**src/rtl/adc_sample_ctrl_pkg.sv**
```systemverilog
// Shared types and helpers for the ADC sampling controller.
package adc_sample_ctrl_pkg;

    // Frame sequencer states.
    typedef enum logic [1:0] {
        StIdle  = 2'd0,
        StConv  = 2'd1,
        StShift = 2'd2,
        StStore = 2'd3
    } state_e;

    // Bits needed to hold a counter whose largest value is 'terminal' (at least 1).
    function automatic int unsigned cnt_width(input int unsigned terminal);
        return (terminal < 2) ? 1 : $clog2(terminal + 1);
    endfunction

endpackage

```
**src/rtl/adc_sample_ctrl_spi_rx.sv**
```systemverilog
// Receive-only SPI engine: generates SCK, counts bits and shifts MISO in MSB first.
// A start is only taken while idle; done pulses for one cycle during the final SCK high phase.
module adc_sample_ctrl_spi_rx
    import adc_sample_ctrl_pkg::*;
#(
    parameter int unsigned SCK_HALF  = 4,
    parameter int unsigned DATA_BITS = 16
) (
    input  logic                 clk_i,
    input  logic                 rst_i,
    input  logic                 start_i,
    input  logic                 abort_i,
    input  logic                 miso_i,
    output logic                 sck_o,
    output logic                 done_o,
    output logic [DATA_BITS-1:0] data_o
);

    localparam int unsigned PhW  = cnt_width(2 * SCK_HALF - 1);
    localparam int unsigned BitW = cnt_width(DATA_BITS - 1);
    localparam logic [PhW-1:0]  PhRise  = PhW'(SCK_HALF - 1);
    localparam logic [PhW-1:0]  PhLast  = PhW'(2 * SCK_HALF - 1);
    localparam logic [BitW-1:0] BitLast = BitW'(DATA_BITS - 1);

    logic                 busy_q, busy_d;
    logic [PhW-1:0]       ph_q, ph_d;
    logic [BitW-1:0]      bit_q, bit_d;
    logic [DATA_BITS-1:0] shreg_q, shreg_d;

    // Phase/bit counting and shift register next state; abort wins over everything.
    always_comb begin
        busy_d  = busy_q;
        ph_d    = ph_q;
        bit_d   = bit_q;
        shreg_d = shreg_q;
        if (abort_i) begin
            busy_d = 1'b0;
            ph_d   = '0;
            bit_d  = '0;
        end else if (!busy_q) begin
            if (start_i) begin
                busy_d = 1'b1;
                ph_d   = '0;
                bit_d  = '0;
            end
        end else begin
            // This edge is the one where SCK goes high, so MISO is captured here.
            if (ph_q == PhRise) begin
                shreg_d = {shreg_q[DATA_BITS-2:0], miso_i};
            end
            if (ph_q == PhLast) begin
                ph_d = '0;
                if (bit_q == BitLast) begin
                    busy_d = 1'b0;
                    bit_d  = '0;
                end else begin
                    bit_d = bit_q + 1'b1;
                end
            end else begin
                ph_d = ph_q + 1'b1;
            end
        end
    end

    // State register.
    always_ff @(posedge clk_i or posedge rst_i) begin
        if (rst_i) begin
            busy_q  <= 1'b0;
            ph_q    <= '0;
            bit_q   <= '0;
            shreg_q <= '0;
        end else begin
            busy_q  <= busy_d;
            ph_q    <= ph_d;
            bit_q   <= bit_d;
            shreg_q <= shreg_d;
        end
    end

    assign sck_o  = busy_q & (ph_q > PhRise);
    assign done_o = busy_q & (ph_q == PhLast) & (bit_q == BitLast);
    assign data_o = shreg_q;

endmodule

```
**src/rtl/adc_sample_ctrl.sv**
```systemverilog
// ADC sampling controller: paces conversions, reads each result over SPI and strobes it into
// the capture FIFO. Sampling halts on FIFO overflow until ENA is dropped and raised again.
module adc_sample_ctrl
    import adc_sample_ctrl_pkg::*;
#(
    parameter int unsigned SAMPLE_DIV  = 256,
    parameter int unsigned CONV_CYCLES = 40,
    parameter int unsigned SCK_HALF    = 4,
    parameter int unsigned DATA_BITS   = 16
) (
    input  logic                 SYS_CLK,
    input  logic                 RST,
    input  logic                 ENA,
    input  logic                 FIFO_FULL,
    input  logic                 MISO,
    output logic                 SCK,
    output logic                 CSbar,
    output logic                 CONVST,
    output logic [DATA_BITS-1:0] SAMPLE,
    output logic                 SAMPLE_WR,
    output logic                 OVERFLOW,
    output logic                 MISSED,
    output logic [15:0]          SAMPLE_CNT
);

    // Cycles from tick to write strobe; the tick period must leave room for one full frame.
    localparam int unsigned FrameLat = CONV_CYCLES + 2 * SCK_HALF * DATA_BITS + 2;

    if (SAMPLE_DIV < FrameLat + 1 || CONV_CYCLES < 1 || SCK_HALF < 1 || DATA_BITS < 2)
    begin : g_bad_cfg
        $error("adc_sample_ctrl: SAMPLE_DIV shorter than one frame or zero-sized timing");
    end

    localparam int unsigned TickW = cnt_width(SAMPLE_DIV - 1);
    localparam int unsigned ConvW = cnt_width(CONV_CYCLES - 1);
    localparam logic [TickW-1:0] TickLast = TickW'(SAMPLE_DIV - 1);
    localparam logic [ConvW-1:0] ConvLast = ConvW'(CONV_CYCLES - 1);

    state_e               state_q, state_d;
    logic [TickW-1:0]     tick_cnt_q, tick_cnt_d;
    logic [ConvW-1:0]     conv_cnt_q, conv_cnt_d;
    logic [DATA_BITS-1:0] sample_q, sample_d;
    logic                 sample_wr_q, sample_wr_d;
    logic                 overflow_q, overflow_d;
    logic                 missed_q, missed_d;
    logic [15:0]          sample_cnt_q, sample_cnt_d;

    logic                 tick;
    logic                 spi_start;
    logic                 spi_abort;
    logic                 spi_done;
    logic [DATA_BITS-1:0] spi_data;

    // Tick is suppressed while disabled or after an overflow, so neither can launch a frame.
    assign tick = ENA & ~overflow_q & (tick_cnt_q == TickLast);

    adc_sample_ctrl_spi_rx #(
        .SCK_HALF  (SCK_HALF),
        .DATA_BITS (DATA_BITS)
    ) u_spi_rx (
        .clk_i   (SYS_CLK),
        .rst_i   (RST),
        .start_i (spi_start),
        .abort_i (spi_abort),
        .miso_i  (MISO),
        .sck_o   (SCK),
        .done_o  (spi_done),
        .data_o  (spi_data)
    );

    // Tick divider, frame sequencing, sticky flags and sample counter next state.
    always_comb begin
        state_d      = state_q;
        tick_cnt_d   = tick_cnt_q;
        conv_cnt_d   = conv_cnt_q;
        sample_d     = sample_q;
        sample_wr_d  = 1'b0;
        overflow_d   = overflow_q;
        missed_d     = missed_q;
        sample_cnt_d = sample_cnt_q;
        spi_start    = 1'b0;
        spi_abort    = ~ENA;

        if (!ENA) begin
            tick_cnt_d = '0;
        end else if (!overflow_q) begin
            tick_cnt_d = (tick_cnt_q == TickLast) ? '0 : tick_cnt_q + 1'b1;
        end

        if (!ENA) begin
            // Disabling aborts any frame in flight and clears the sticky flags.
            state_d    = StIdle;
            overflow_d = 1'b0;
            missed_d   = 1'b0;
        end else begin
            if (tick && state_q != StIdle) begin
                missed_d = 1'b1;
            end
            case (state_q)
                StIdle: begin
                    if (tick) begin
                        state_d    = StConv;
                        conv_cnt_d = '0;
                    end
                end
                StConv: begin
                    if (conv_cnt_q == ConvLast) begin
                        state_d   = StShift;
                        spi_start = 1'b1;
                    end else begin
                        conv_cnt_d = conv_cnt_q + 1'b1;
                    end
                end
                StShift: begin
                    if (spi_done) begin
                        state_d = StStore;
                    end
                end
                StStore: begin
                    state_d = StIdle;
                    if (FIFO_FULL) begin
                        overflow_d = 1'b1;
                    end else begin
                        sample_d     = spi_data;
                        sample_wr_d  = 1'b1;
                        sample_cnt_d = sample_cnt_q + 16'd1;
                    end
                end
                default: state_d = StIdle;
            endcase
        end
    end

    // State register.
    always_ff @(posedge SYS_CLK or posedge RST) begin
        if (RST) begin
            state_q      <= StIdle;
            tick_cnt_q   <= '0;
            conv_cnt_q   <= '0;
            sample_q     <= '0;
            sample_wr_q  <= 1'b0;
            overflow_q   <= 1'b0;
            missed_q     <= 1'b0;
            sample_cnt_q <= '0;
        end else begin
            state_q      <= state_d;
            tick_cnt_q   <= tick_cnt_d;
            conv_cnt_q   <= conv_cnt_d;
            sample_q     <= sample_d;
            sample_wr_q  <= sample_wr_d;
            overflow_q   <= overflow_d;
            missed_q     <= missed_d;
            sample_cnt_q <= sample_cnt_d;
        end
    end

    assign CONVST     = (state_q == StConv);
    assign CSbar      = (state_q != StShift);
    assign SAMPLE     = sample_q;
    assign SAMPLE_WR  = sample_wr_q;
    assign OVERFLOW   = overflow_q;
    assign MISSED     = missed_q;
    assign SAMPLE_CNT = sample_cnt_q;

endmodule
```
**config.mk**
```make
export PLATFORM = sky130hd
export DESIGN_NAME = adc_sample_ctrl
export DESIGN_NICKNAME = d
export VERILOG_FILES = /design/src/rtl/adc_sample_ctrl_pkg.sv /design/src/rtl/adc_sample_ctrl_spi_rx.sv /design/src/rtl/adc_sample_ctrl.sv
export SDC_FILE = /design/constraint.sdc
export NUM_CORES = 1
export LEC_CHECK = 0
export CELL_PAD_IN_SITES_DETAIL_PLACEMENT = 1
export CELL_PAD_IN_SITES_GLOBAL_PLACEMENT = 1
export CORE_MARGIN = 1.5
export CORE_UTILIZATION = 47
export DETAILED_ROUTE_END_ITERATION = 6
export PLACE_DENSITY = 0.9
export SKIP_LAST_GASP = 1
export SLEW_MARGIN = 20
export SYNTH_ARGS = -nofsm -noshare
export SYNTH_HDL_FRONTEND = slang
export SYNTH_HIERARCHICAL = 1
export SYNTH_SLANG_ARGS = --single-unit
```
**constraint.sdc**
```tcl
create_clock -name SYS_CLK -period 3.5 [get_ports SYS_CLK]
set_input_delay 0.35 -clock SYS_CLK [delete_from_list [all_inputs] [get_ports SYS_CLK]]
set_output_delay 0.35 -clock SYS_CLK [all_outputs]
set_load 0.05 [all_outputs]
```
## Word level (Yosys, flattened, before mapping)

Cells that the tools add are included.

- Bits in registers: 75
- Latch bits: 0
- Bits in writable memories: 0
- ROM bits: 0
- Input port bits: 5
- Output and inout port bits: 38
- Word-level logic and storage cells: 91
- Memories kept: 0

- $add $sub $neg: 5
- $mul: 0
- Divide/modulo/power cells: 0
- Order comparisons: 1
- Eq/ne operators: 20
- Shifts and indexed selects: 0
- Muxes and demuxes: 36
- Bitwise logic cells: 7
- Reduce and logical (&&, ||, !) cells: 10

Operators with widths:

| kind | number |
|---|---|
| two-way mux 8 bit | 3 |
| two-way mux 4 bit | 5 |
| adder 16 x 1 -> 16 bit (second input constant) | 1 |
| two-way mux 1 bit | 16 |
| two-way mux 3 bit | 4 |
| two-way mux 6 bit | 2 |
| case mux 6 bit (2 select lines) | 1 |
| != test 3 bit (second input constant) | 3 |
| AND reduction 3 bit | 3 |
| adder 8 x 1 -> 8 bit (second input constant) | 1 |
| equality test 8 bit (second input constant) | 1 |
| two-way mux 2 bit | 4 |
| != test 2 bit (second input constant) | 4 |
| case mux 2 bit (4 select lines) | 1 |
| adder 6 x 1 -> 6 bit (second input constant) | 1 |
| equality test 6 bit (second input constant) | 1 |
| != test 2 x 1 -> 1 bit (second input constant) | 3 |
| bitwise AND 1 bit | 5 |
| adder 4 x 1 -> 4 bit (second input constant) | 1 |
| equality test 2 bit (second input constant) | 2 |
| equality test 4 bit (second input constant) | 1 |
| AND reduction 2 bit | 2 |
| AND reduction 4 bit | 1 |
| nonzero test 2 bit | 2 |
| other kinds (10) | 11 |

## Depth between registers and ports, before layout

- Depth after elaboration: 7
- Mapped depth: 8
- Mapped depth without buffers: 7

## Hierarchy

Netlist, hierarchy kept.

Modules (own cells, without submodules):

| module | instances | cells an instance | area an instance (µm²) | seq. area each (µm²) |
|---|---|---|---|---|
| adc_sample_ctrl | 1 | 246 | 2394.8 | 1276.2 |
| adc_sample_ctrl_spi_rx | 1 | 85 | 1141.1 | 600.6 |

## Worst setup path before layout

Ideal clock, no wire load.

- Path kind: register -> output
- Start: register u_spi_rx.ph_q[0]
- End: output SCK
- Data arrival time: 1951 ps
- Required time: 3150 ps
- Path slack: 1199 ps
- Cell stages (with the launch flop): 4
- Path through: dfrtp_1 -> ha_1 -> ha_1 -> nor3b_1

- Longest elaborated chain between the ends: 2

RTL lines:

| item | line | text |
|---|---|---|
| from (decl) | adc_sample_ctrl_spi_rx.sv:26 | `logic [PhW-1:0] ph_q, ph_d;` |
| from (signal assigned) | adc_sample_ctrl_spi_rx.sv:74 | `ph_q <= ph_d;` |
| greater-than comparator 3 x 2 -> 1 bit | adc_sample_ctrl_spi_rx.sv:80 | `assign sck_o = busy_q & (ph_q > PhRise);` |
| bitwise AND 1 bit | adc_sample_ctrl_spi_rx.sv:80 |  |
| to (decl) | adc_sample_ctrl.sv:16 | `output logic SCK,` |

Every way passes these cells.

## Final worst setup path

Same ends and word-level chain as after synthesis.

==> flow_metrics.tcl <==
set metrics [dict create \
    first_pass_iters 4 \
    cts_resized 0 \
    hpwl_um 5679 \
    worstSetupStartpointType "register" \
    netSwitchingFraction 0.2513 \
    yosysWarnings 6 \
    nNetsFinal 391 \
    gp_congestion 0.8137 \
    finalSetupViolCount 0 \
    die_w_um 89.74 \
    grt_start_max_net_pins 52 \
    synthTopCellsByCount "dfrtp_1, nand2_1, nand3_1, nor2_1, inv_1" \
    synth_top_area_cell "dfrtp_1" \
    crit_chain "ha_1, ha_1, nor3b_1, clkdlybuf4s50_1" \
    grt_overflow 0 \
    hold_path_end "SAMPLE[0]" \
    synth.most_common_cell "dfrtp_1" \
    numCtsBuffers 9 \
    root_buffer "clkbuf_8" \
    power.density_nw_per_um2 364.6 \
    max_freq_ghz 0.3814 \
    drv_cap 0 \
    ys.flop_type "dfrtp_1" \
    die_y_um 89.74 \
    power_frac_seq 0.570 \
    synthTopCellsByArea "dfrtp_1, nand2_1, mux2_4" \
    drt_iter0_drc 73 \
    synth_top_area_frac 0.5308 \
    drt-met1-wl_um 3471 \
    crit_slowest_cell "clkdlybuf4s50_1" \
    power_frac_clock 0.403 \
    syn_nets 347 \
    num_io_pins 43 \
    worstMarginPinSlew_ps 914.2 \
    path_max_fanout 4 \
    r2r-end "u_spi_rx/bit_q[1]" \
    grt_antenna_before_repair 0 \
    grt_pass1_vias 2826 \
    period_share 0.7491 \
    std_cell_rows 31 \
    vdd_ir_drop_max_uv 194.2 \
    combPwrFrac 0.027 \
    hold_depth 2 \
    core_area_um2 7253 \
    slowest_delay_ps 840 \
    clkSinkCount 75 \
    vias 2541 \
    postRouteAntennaNets 0 \
    ys_seq_area_frac 0.5308 \
    finalHoldViolCount 0 \
    diodes 0 \
    design.die.area_um2 8052 \
    netlist_area_um2 3536 \
    routed_via_density 5.305 \
    route.met2.wl_um 4012 \
    avgSynthCellArea_um2 10.68 \
    critical_path_arrival_ps 2270 \
    fin_skew_ps 10.57 \
    relSlewSlack 0.3905 \
    cts.clk_slew.worst_paths_ps 80 \
    start_util 0.4875 \
    cpMostUsedCell "ha_1" \
    ys_async_sr_fraction 1.000 \
    ctsHoldBuffers 0 \
    layout-drive-gt1-share 0.1211 \
    postSynthCellCount 331 \
    holdCritPathClass "register to register" \
    endpoint_kind "output port" \
    timing.hold.ws_ps 487.7 \
    drt-total-wl_um 7872 \
    met3_length_um 243 \
    grt_usage 0.2192 \
    post_cts_buffers 0 \
    synth_edf_count 0 \
    ff2ff_path_depth 7 \
    drc_errors 0 \
    port_buffers 42 \
    post_drt_wl_per_cell_um 16.43 \
    insertion_delay_ps 350 \
    fillers 812 \
    p_leak_nw 1.968 \
    reg2reg_slack_ps 1250 \
    required_ps 3150 \
    cts-htree-levels 3 \
    grt_pass1_wl_um 14100 \
    min-delay-start "SAMPLE[0]" \
    fin_tns_setup_ps 0 \
    drv_slew 0 \
    finalWorstPathRequiredPeriod_ps 2622 \
    worstSetupPathType "register to output port" \
    power_switching_mw 0.3847 \
    status "finished, final reports clean" \
    p_int_mw 1.146 \
    rsz0062_at_grt "no" \
    cts_tree "built" \
    timing.rr.start "state_q[1]" \
    cts_buffer_depth 2 \
    syn_to_final_growth_pct 18.72 \
    synth_seq_cells 75 \
    synth_cell_types 48 \
    highest_layer "met4" \
]
## stage by stage
step	power [mW]	cell area (um^2)	cells	worst slack (ps)	utilization
finish	1.531	4198	479	878.1	0.5787
global route	1.594	4198	479	793.0	0.5787
CTS	1.548	4197	479	833.0	0.5786
detailed placement	0.9320	4014	463	802.2	0.5534
global placement	0.9297	4014	463	955.8	0.5534
floorplan	0.9177	3536	331	1199	-
## area by class of cell
cell class                 count  area [um^2]  share of cell area
tap                           99        123.9             0.02951
clock buffer                   9        123.9             0.02951
timing repair buffer          44        435.4              0.1037
sequential                    75         1877              0.4471
clock inverter                 7        58.81             0.01401
multi-input combinational    231         1525              0.3633
inverter                      14        53.80             0.01282
## critical path, delay by kind of cell (launching register included)
kind	cells	cell delay [ps]
buffers and inverters	1	840
adder cells (fa/ha/maj)	2	460
flip-flops	1	420
AND/OR/NAND/NOR	1	220
## registers in the layout, summed over array words and instances (netlist names)
signal,cells
conv_cnt_q,6
state_q,2
tick_cnt_q,8
SAMPLE_WR,1
MISSED,1
u_spi_rx/data_o,16
u_spi_rx/bit_q,4
SAMPLE_CNT,16
u_spi_rx/busy_q,1
OVERFLOW,1
u_spi_rx/ph_q,3
SAMPLE,16
## placed cells by master, fill, tap and decap left out, drive strengths merged, types with 3 or more instances in the layout
cell type      synthesis  layout
inv                   13      15
mux2i                  6       6
dfrtp                 75      75
nor3b                  3       3
nand3                 18      18
mux2                  16      16
nor3                   9       9
xnor2                 11      11
nand4                  4       4
clkdlybuf4s50          0      42
nand2b                 3       3
xor2                   7       7
clkbuf                 6       9
o21ai                  8       8
a21oi                  5       5
clkinv                 1       4
nand2                 74      74
and3                   9       9
nor2                  18      18
ha                    11      11
## power by group through the flow
stage          Combinational [mW]  Clock (mW)  Sequential [mW]
6_report                   0.0410       0.618            0.872
5_1_grt                    0.0482       0.672            0.873
3_5_place_dp               0.0427           0            0.889
4_1_cts                    0.0430       0.633            0.872
3_3_place_gp               0.0405           0            0.889
2_1_floorplan              0.0291           0            0.889
## metal layers
metal | vias up | global-route usage
met1 | 1264 | 0.2731
met3 | 12 | 0.04484
met5 | - | 0
li1 | 1218 | -
met4 | 0 | 0.07937
met2 | 47 | 0.3779
## kinds of logic after synthesis
logic type	synth area share
flops	0.5308
fa+ha+maj	0.03892
simple gates	0.2095
mux	0.07855
compound gates	0.05980
xor+xnor	0.04459
buf+inv	0.03786
## how the worst max path moves through the flow
stage                      from           endpoint
3_3_place_gp                ENA  u_spi_rx/bit_q[1]
3_5_place_dp                ENA     SAMPLE_CNT[14]
2_1_floorplan  u_spi_rx/ph_q[0]                SCK
6_report       u_spi_rx/ph_q[0]                SCK
4_1_cts        u_spi_rx/ph_q[0]                SCK
5_1_grt        u_spi_rx/ph_q[0]                SCK
No activity file was read; power rests on OpenSTA's default activity.
